**config.mk**
```make
export PLATFORM = sky130hd
export DESIGN_NAME = mb_scheduler
export DESIGN_NICKNAME = d
export VERILOG_FILES = /design/src/rtl/mb_scheduler.sv
export SDC_FILE = /design/constraint.sdc
export NUM_CORES = 1
export LEC_CHECK = 0
export ABC_CLOCK_PERIOD_IN_PS = 5100
export CORE_MARGIN = 5
export CORE_UTILIZATION = 40
export CTS_CLUSTER_SIZE = 16
export DETAILED_ROUTE_END_ITERATION = 7
export PLACE_DENSITY_LB_ADDON = 0.2
export SLEW_MARGIN = 20
export SYNTH_ARGS = -nofsm -noshare
export SYNTH_HDL_FRONTEND = slang
export SYNTH_SLANG_ARGS = --single-unit
```
**constraint.sdc**
```tcl
create_clock -name clk -period 5.1 [get_ports clk]
set_input_delay 1.02 -clock clk [delete_from_list [all_inputs] [get_ports clk]]
set_output_delay 1.02 -clock clk [all_outputs]
set_load 0.03 [all_outputs]
```
**src/rtl/mb_scheduler.sv**
```systemverilog
// mb_scheduler: raster-order macroblock sequencer between the extractor and the intra predictor.
module mb_scheduler #(
    parameter int LENGTH      = 1280,
    parameter int WIDTH       = 720,
    parameter int MB_SIZE_L   = 16,
    parameter int MB_SIZE_W   = 16,
    parameter int EXTRACT_LAT = 2
) (
    input  logic        clk,
    input  logic        reset,
    input  logic        start,
    input  logic        abort,
    output logic        ext_enable,
    output logic [12:0] mbnumber,
    output logic        mb_valid,
    input  logic        pred_ready,
    output logic [12:0] mb_index,
    output logic [6:0]  mb_x,
    output logic [6:0]  mb_y,
    output logic        first_in_row,
    output logic        last_in_frame,
    output logic        busy,
    output logic        frame_done
);
    localparam int MBS_X    = LENGTH / MB_SIZE_L;
    localparam int MBS_Y    = WIDTH / MB_SIZE_W;
    localparam int MB_TOTAL = MBS_X * MBS_Y;
    typedef enum logic [2:0] {IDLE, FETCH, WAIT, HOLD, DONE} state_t;
    state_t      state_q, state_d;
    logic [3:0]  cnt_q, cnt_d;
    logic [12:0] idx_q, idx_d;
    logic [6:0]  x_q, x_d, y_q, y_d;
    logic        last_pos, row_end;
    assign last_pos = idx_q == 13'(MB_TOTAL - 1);
    assign row_end  = x_q == 7'(MBS_X - 1);
    always_comb begin
        state_d = state_q;
        cnt_d   = cnt_q;
        idx_d   = idx_q;
        x_d     = x_q;
        y_d     = y_q;
        case (state_q)
            IDLE: if (start) begin
                state_d = FETCH;
                idx_d   = '0;
                x_d     = '0;
                y_d     = '0;
            end
            FETCH: begin
                cnt_d   = 4'(EXTRACT_LAT - 1);
                state_d = (EXTRACT_LAT == 1) ? HOLD : WAIT;
            end
            WAIT: begin
                cnt_d   = cnt_q - 4'd1;
                state_d = (cnt_q == 4'd1) ? HOLD : WAIT;
            end
            HOLD: if (pred_ready) begin
                state_d = last_pos ? DONE : FETCH;
                idx_d   = last_pos ? idx_q : idx_q + 13'd1;
                x_d     = last_pos ? x_q : (row_end ? 7'd0 : x_q + 7'd1);
                y_d     = (!last_pos && row_end) ? y_q + 7'd1 : y_q;
            end
            DONE:    state_d = IDLE;
            default: state_d = IDLE;
        endcase
        // abort wins over a same-cycle transfer, so the position is kept as-is
        if (abort) begin
            state_d = IDLE;
            idx_d   = idx_q;
            x_d     = x_q;
            y_d     = y_q;
        end
    end
    always_ff @(posedge clk) begin
        if (reset) begin
            state_q <= IDLE;
            cnt_q   <= '0;
            idx_q   <= '0;
            x_q     <= '0;
            y_q     <= '0;
        end else begin
            state_q <= state_d;
            cnt_q   <= cnt_d;
            idx_q   <= idx_d;
            x_q     <= x_d;
            y_q     <= y_d;
        end
    end
    assign ext_enable    = state_q == FETCH;
    assign mb_valid      = state_q == HOLD;
    assign busy          = state_q != IDLE;
    assign frame_done    = state_q == DONE;
    assign mbnumber      = idx_q;
    assign mb_index      = idx_q;
    assign mb_x          = x_q;
    assign mb_y          = y_q;
    assign first_in_row  = mb_valid && x_q == 7'd0;
    assign last_in_frame = mb_valid && last_pos;
endmodule

```
==> results of run 1 <==
[logic make-up (layout without fill, tap and decap cells)]
group           Yosys count  in the layout  share of synthesized area, %
simple gates            104            104                          27.7
compound gates           65             65                          22.2
flops                    34             34                          33.2
buf+inv                  34             68                          8.80
xor+xnor                  8              8                          3.42
fa+ha+maj                 6              6                          3.67
mux                       2              2                          1.04
[Yosys cell counts, types with 7 or more instances]
master | count | share of area (%)
nand4_1 | 7 | 2.1
a21oi_1 | 18 | 4.4
nor2_1 | 26 | 4.8
clkbuf_1 | 10 | 1.8
inv_1 | 7 | 1.3
nor3_1 | 12 | 2.9
o21ai_0 | 13 | 3.2
dfxtp_1 | 34 | 33
nand2_1 | 14 | 2.6
buf_4 | 13 | 4.8
nand3_1 | 8 | 2.0
[how the worst min path moves through the flow]
| stage | to | slack, ns | cells past startpoint |
|---|---|---|---|
| finish | cnt_q[3]$_SDFFE_PP0N_ | 0.48 | 2 |
| global route | cnt_q[3]$_SDFFE_PP0N_ | 0.53 | 2 |
| CTS | cnt_q[3]$_SDFFE_PP0N_ | 0.49 | 2 |
| detailed placement | cnt_q[3]$_SDFFE_PP0N_ | 0.47 | 2 |
| global placement | cnt_q[3]$_SDFFE_PP0N_ | 0.46 | 2 |
| floorplan | cnt_q[3]$_SDFFE_PP0N_ | 0.44 | 2 |
[where the power goes]
part | total [mW] | internal, mW | switching (mW)
registers | 0.271 | 0.268 | 0.00372
clock network | 0.312 | 0.209 | 0.103
logic | 0.0423 | 0.0175 | 0.0248
[critical path, stage by stage, from the launching register on]
cell	delay, ns
dfxtp_1	0.56
nand2_1	0.08
or2_1	0.51
nor4_1	0.38
clkdlybuf4s50_1	0.73
[sequential cells by signal, summed over array words and instances, names as in the netlist]
| name | flops |
|---|---|
| cnt_q | 4 |
| mb_index | 13 |
| mb_x | 7 |
| mb_y | 7 |
| state_q | 3 |
[layout by cell type, fill, tap and decap left out, types with 6 or more instances in the layout]
cell | netlist | final
nor3_1 | 12 | 12
nand3_1 | 8 | 8
ha_1 | 6 | 6
a21o_1 | 6 | 6
clkdlybuf4s50_1 | 0 | 50
nand2_1 | 14 | 14
nand4_1 | 7 | 7
dfxtp_1 | 34 | 34
nor2_1 | 26 | 26
o21ai_0 | 13 | 13
clkbuf_8 | 0 | 6
a21oi_1 | 18 | 18
inv_1 | 7 | 7
[layer usage]
metal  wire length, um  global-route usage, %  vias to the layer above
li1                  -                      -                      970
met1              2480                   23.3                      909
met2              2270                   24.1                       67
met3               288                   3.40                        9
met4                78                   5.57                        0
met5                 0                      0                        -
[cell type report]
| type | count | area (um2) | share of cell area (%) |
|---|---|---|---|
| tap | 70 | 87.6 | 3.31 |
| clock buffer | 6 | 82.6 | 3.12 |
| inverter | 8 | 30.0 | 1.14 |
| timing repair buffer | 52 | 515 | 19.5 |
| clock inverter | 2 | 60.1 | 2.27 |
| sequential | 34 | 681 | 25.7 |
| multi-input combinational | 185 | 1190 | 44.9 |
==> results.py, run 1 <==
metrics = {
    "layout": {
        "fin_cells": 357,
        "fin_nets": 297,
        "syn2layout_area_growth_pct": 29.1,
        "antenna_cells": 0,
        "stdcell_area_um2": 2640,
        "final_util_pct": 52.4,
        "fill_cells": 481,
        "layout-drive-gt1-share_pct": 7.67,
    },
    "grt": {
        "grt_pass1_wl_mm": 8.69,
        "grt_pass1_vias": 1808,
        "antenna_found_initial": 0,
        "grt_overflow": 0,
        "grt_use_total_pct": 16.3,
        "grt_max_degree": 27,
    },
    "worst_setup_path": {
        "rr_endpoint": "mb_index[10]$_SDFFE_PP0P_",
        "ff2ff_path_depth": 6,
        "crit_path_start": "state_q[0]$_SDFFE_PP0P_",
        "crit_arrival_ns": 2.57,
        "start_kind": "flop",
        "cp.required_ns": 4.08,
        "regToRegSetupSlack_ns": 2.28,
        "path_class": "reg -> out",
        "timing.rr.start": "mb_index[0]$_SDFFE_PP0P_",
        "crit_path_max_fanout": 23,
        "endpoint_kind": "output port",
        "crit_end": "first_in_row",
    },
    "clock_network": {
        "cts.clk_slew.worst_paths_ns": 0.07,
        "clock_path_buffers": 2,
        "cts_setup_buffers": 0,
        "htreeDepth": 2,
        "hold_buffers": 0,
        "cts_tree": "built",
        "cts.sinks": 34,
        "postCtsResizedCells": 0,
        "insertion_delay_ns": 0.29,
        "cts_buffers": 5,
        "root_buffer": "clkbuf_8",
    },
    "detailed_routing": {
        "post_drt_wl_per_cell_um": 14.3,
        "drtIter0Drc": 142,
        "wl_mm": 5.11,
        "final_antenna_net_count": 0,
        "vias": 1955,
        "firstDrtPassIters": 4,
        "via_per_inst": 5.48,
        "drc_errors": 0,
    },
    "floorplanning": {
        "coreArea_um2": 5040,
        "ios": 51,
        "dieArea_um2": 6650,
        "die_w_um": 81.6,
        "die_y_um": 81.6,
        "initial_utilization_pct": 40.6,
        "floorplan.rows": 26,
    },
    "timing": {
        "finalMaxSlewViolations": 0,
        "rsz0062_at_grt": "no",
        "max_freq_ghz": 0.279,
        "setup_viol": 0,
        "clock_skew_ns": 0.00305,
        "final.setup.worst_slack_ns": 1.51,
        "fin_crit_ns": 3.59,
        "worst_pin_slew_ns": 0.798,
        "relSlewSlack_pct": 46.5,
        "setup_tns_ns": 0,
        "finalHoldViolCount": 0,
        "holdWs_ns": 0.478,
        "post-route-period-util_pct": 70.3,
    },
    "logic_synthesis": {
        "ys_ff_latch": 34,
        "synth_edf_count": 0,
        "yosysWarnings": 0,
        "netlist-cell-type-count": 56,
        "synth-async-reset-ratio_pct": 0,
        "ys_seq_area_share_pct": 33.2,
        "syn_inst": 253,
        "synth_flop_cell": "dfxtp_1",
        "syn_nets": 264,
        "syn_avg_cell_area_um2": 8.10,
        "synthesis.area_um2": 2050,
    },
    "run_status": {
        "status": "complete, no violations",
    },
    "placement": {
        "dp_worst_setup_slack_ns": 1.84,
        "port_buffers": 50,
        "place_area_um2": 2500,
        "place_inst": 349,
        "dp_hpwl_mm": 3.51,
        "gp_congestion": 0.786,
    },
    "flow_run": {
        "max-cap-violations": 0,
    },
    "hold_path": {
        "hold_class": "reg -> reg",
        "min_from": "cnt_q[3]$_SDFFE_PP0N_",
    },
    "pwr": {
        "max-vdd-ir-drop_v": 0.000129,
        "power_density_nw_per_um2": 237,
        "power.total_uw": 626,
        "p_leak_nw": 0.911,
    },
}
No activity file was read; power rests on OpenSTA's default activity.
==> inputs of run 2 (changes only) <==
--- a/config.mk
+++ b/config.mk
@@ -5,7 +5,7 @@
 export SDC_FILE = /design/constraint.sdc
 export NUM_CORES = 1
 export LEC_CHECK = 0
-export ABC_CLOCK_PERIOD_IN_PS = 5100
+export ABC_CLOCK_PERIOD_IN_PS = 3300
 export CORE_MARGIN = 5
 export CORE_UTILIZATION = 40
 export CTS_CLUSTER_SIZE = 16
==> constraint.sdc (replaced) <==
create_clock -name clk -period 3.3 [get_ports clk]
set_input_delay 0.66 -clock clk [delete_from_list [all_inputs] [get_ports clk]]
set_output_delay 0.66 -clock clk [all_outputs]
set_load 0.03 [all_outputs]
==> run 2 against run 1 <==
  * Core utilization down 0.42 points
  * Power increased by 29%
  * Sequential share of layout area rose by 0.21 points
  * Global-route usage is 0.13 points higher
  * Critical endpoint is now last_in_frame
  * Largest power group is now registers
==> results.py, run 2 (same netlist as run 1, synthesis figures left out) <==
metrics = {
    "run_status": {
        "status": "complete, no violations",
    },
    "worst_setup_path": {
        "crit_arrival_ns": 2.35,
        "start_kind": "flop",
        "crit_path_max_fanout": 6,
        "ff2ff_path_depth": 6,
        "endpoint_kind": "output port",
        "cp.required_ns": 2.64,
        "path_class": "reg -> out",
    },
    "detailed_routing": {
        "wl_mm": 4.98,
        "post_drt_wl_per_cell_um": 13.8,
        "drc_errors": 0,
        "vias": 1956,
        "firstDrtPassIters": 4,
        "final_antenna_net_count": 0,
        "drtIter0Drc": 76,
        "via_per_inst": 5.42,
    },
    "floorplanning": {
        "die_y_um": 81.6,
        "floorplan.rows": 26,
        "coreArea_um2": 5040,
        "ios": 51,
        "dieArea_um2": 6650,
        "die_w_um": 81.6,
        "initial_utilization_pct": 40.6,
    },
    "grt": {
        "antenna_found_initial": 0,
        "grt_pass1_wl_mm": 8.62,
        "grt_max_degree": 26,
        "grt_pass1_vias": 1823,
        "grt_use_total_pct": 16.4,
        "grt_overflow": 0,
    },
    "pwr": {
        "clockPowerShare_pct": 39.8,
        "p_int_uw": 610,
        "p_switching_uw": 196,
        "seq_power_share_pct": 52.0,
        "swShare_pct": 24.3,
        "p_leak_nw": 0.907,
        "max-vdd-ir-drop_v": 0.000185,
        "power_frac_comb_pct": 8.2,
        "power_density_nw_per_um2": 307,
    },
    "clock_network": {
        "clock_path_buffers": 2,
        "cts.sinks": 34,
        "root_buffer": "clkbuf_8",
        "postCtsResizedCells": 0,
        "htreeDepth": 2,
        "cts.clk_slew.worst_paths_ns": 0.07,
        "cts_buffers": 5,
        "cts_setup_buffers": 0,
        "cts_tree": "built",
        "insertion_delay_ns": 0.28,
        "hold_buffers": 0,
    },
    "layout": {
        "final_common_cell": "clkdlybuf4s50_1",
        "layout-drive-gt1-share_pct": 8.59,
        "fin_cells": 361,
        "largest_reg_flops": 13,
        "fin_nets": 301,
        "syn2layout_area_growth_pct": 28.0,
        "antenna_cells": 0,
        "final_cell_mix": "clkdlybuf4s50_1, dfxtp_1, nor2_1",
    },
    "hold_path": {
        "hold_class": "reg -> reg",
        "whs_path_depth": 2,
    },
    "timing": {
        "setup_tns_ns": 0,
        "finalMaxSlewViolations": 0,
        "clock_skew_ns": 0.00256,
        "finalHoldViolCount": 0,
        "relSlewSlack_pct": 67.3,
        "setup_viol": 0,
        "rsz0062_at_grt": "no",
        "worst_pin_slew_ns": 0.489,
        "fin_crit_ns": 3.01,
        "post-route-period-util_pct": 91.3,
        "max_freq_ghz": 0.332,
        "final.setup.worst_slack_ns": 0.287,
    },
    "placement": {
        "gp_congestion": 0.815,
        "dp_worst_setup_slack_ns": 0.496,
        "place_inst": 353,
        "port_buffers": 50,
        "dp_hpwl_mm": 3.50,
    },
    "flow_run": {
        "max-cap-violations": 0,
    },
}
==> run 2: area by class of cell <==
cell class / count / area (um2)
repair buffers: 56 / 546
fillers: 515 / 2420
clock inverters: 1 / 5.00
clock buffers: 7 / 86.3
well taps: 70 / 87.6
flip-flops and latches: 34 / 681
multi-input cells: 185 / 1190
inverters: 8 / 30.0
==> run 2: worst paths after layout <==
path / start / to / slack (ns)
setup / recovery: mb_index[0]$_SDFFE_PP0P_ / last_in_frame / 0.29
hold / removal: cnt_q[3]$_SDFFE_PP0N_ / cnt_q[3]$_SDFFE_PP0N_ / 0.47
setup reg to reg: state_q[1]$_SDFFE_PP0P_ / mb_y[2]$_SDFFE_PP0P_ / 1.12
hold reg to reg: cnt_q[3]$_SDFFE_PP0N_ / cnt_q[3]$_SDFFE_PP0N_ / 0.47
==> run 2: power by group through the flow <==
stage	combinational (mW)	clock, mW	sequential, mW
2_1_floorplan	0.0456	0	0.428
3_3_place_gp	0.0663	0	0.428
3_5_place_dp	0.0667	0	0.428
4_1_cts	0.0670	0.332	0.419
5_1_grt	0.0741	0.347	0.419
6_report	0.0661	0.321	0.419
==> run 2: per-stage QoR <==
step	hold WS (ns)	power (mW)	instance area [um2]	util, %
6_report	0.467	0.805	2620	52.0
4_1_cts	0.469	0.817	2620	52.0
3_5_place_dp	0.458	0.495	2530	50.2
3_3_place_gp	0.453	0.494	2530	50.2
5_1_grt	0.531	0.840	2620	52.0
2_1_floorplan	0.440	0.473	2050	-
==> run 2: layer usage <==
metal | global-route usage (%) | up-vias | wire length, um | share of wire, %
li1 | - | 985 | - | -
met1 | 23.1 | 914 | 2470 | 50
met2 | 25.1 | 52 | 2210 | 44
met3 | 3.84 | 5 | 264 | 5.3
met4 | 4.22 | 0 | 41 | 0.82
met5 | 0 | - | 0 | 0
==> run 2: worst max-delay path: stages (launching register included) <==
cell and delay, ns:
dfxtp_1 0.43, ha_1 0.22, nand3_1 0.20, nor3_1 0.21, nand3_1 0.10, nor2_1 0.19
clkdlybuf4s50_1 0.71
==> inputs of run 3 (changes only) <==
--- a/config.mk
+++ b/config.mk
@@ -10,6 +10,7 @@
 export CORE_UTILIZATION = 40
 export CTS_CLUSTER_SIZE = 16
 export DETAILED_ROUTE_END_ITERATION = 7
+export GPL_ROUTABILITY_DRIVEN = 0
 export PLACE_DENSITY_LB_ADDON = 0.2
 export SLEW_MARGIN = 20
 export SYNTH_ARGS = -nofsm -noshare
==> results of run 3 <==
Same layout as run 2: the final DEF is identical, and so are final timing and power.
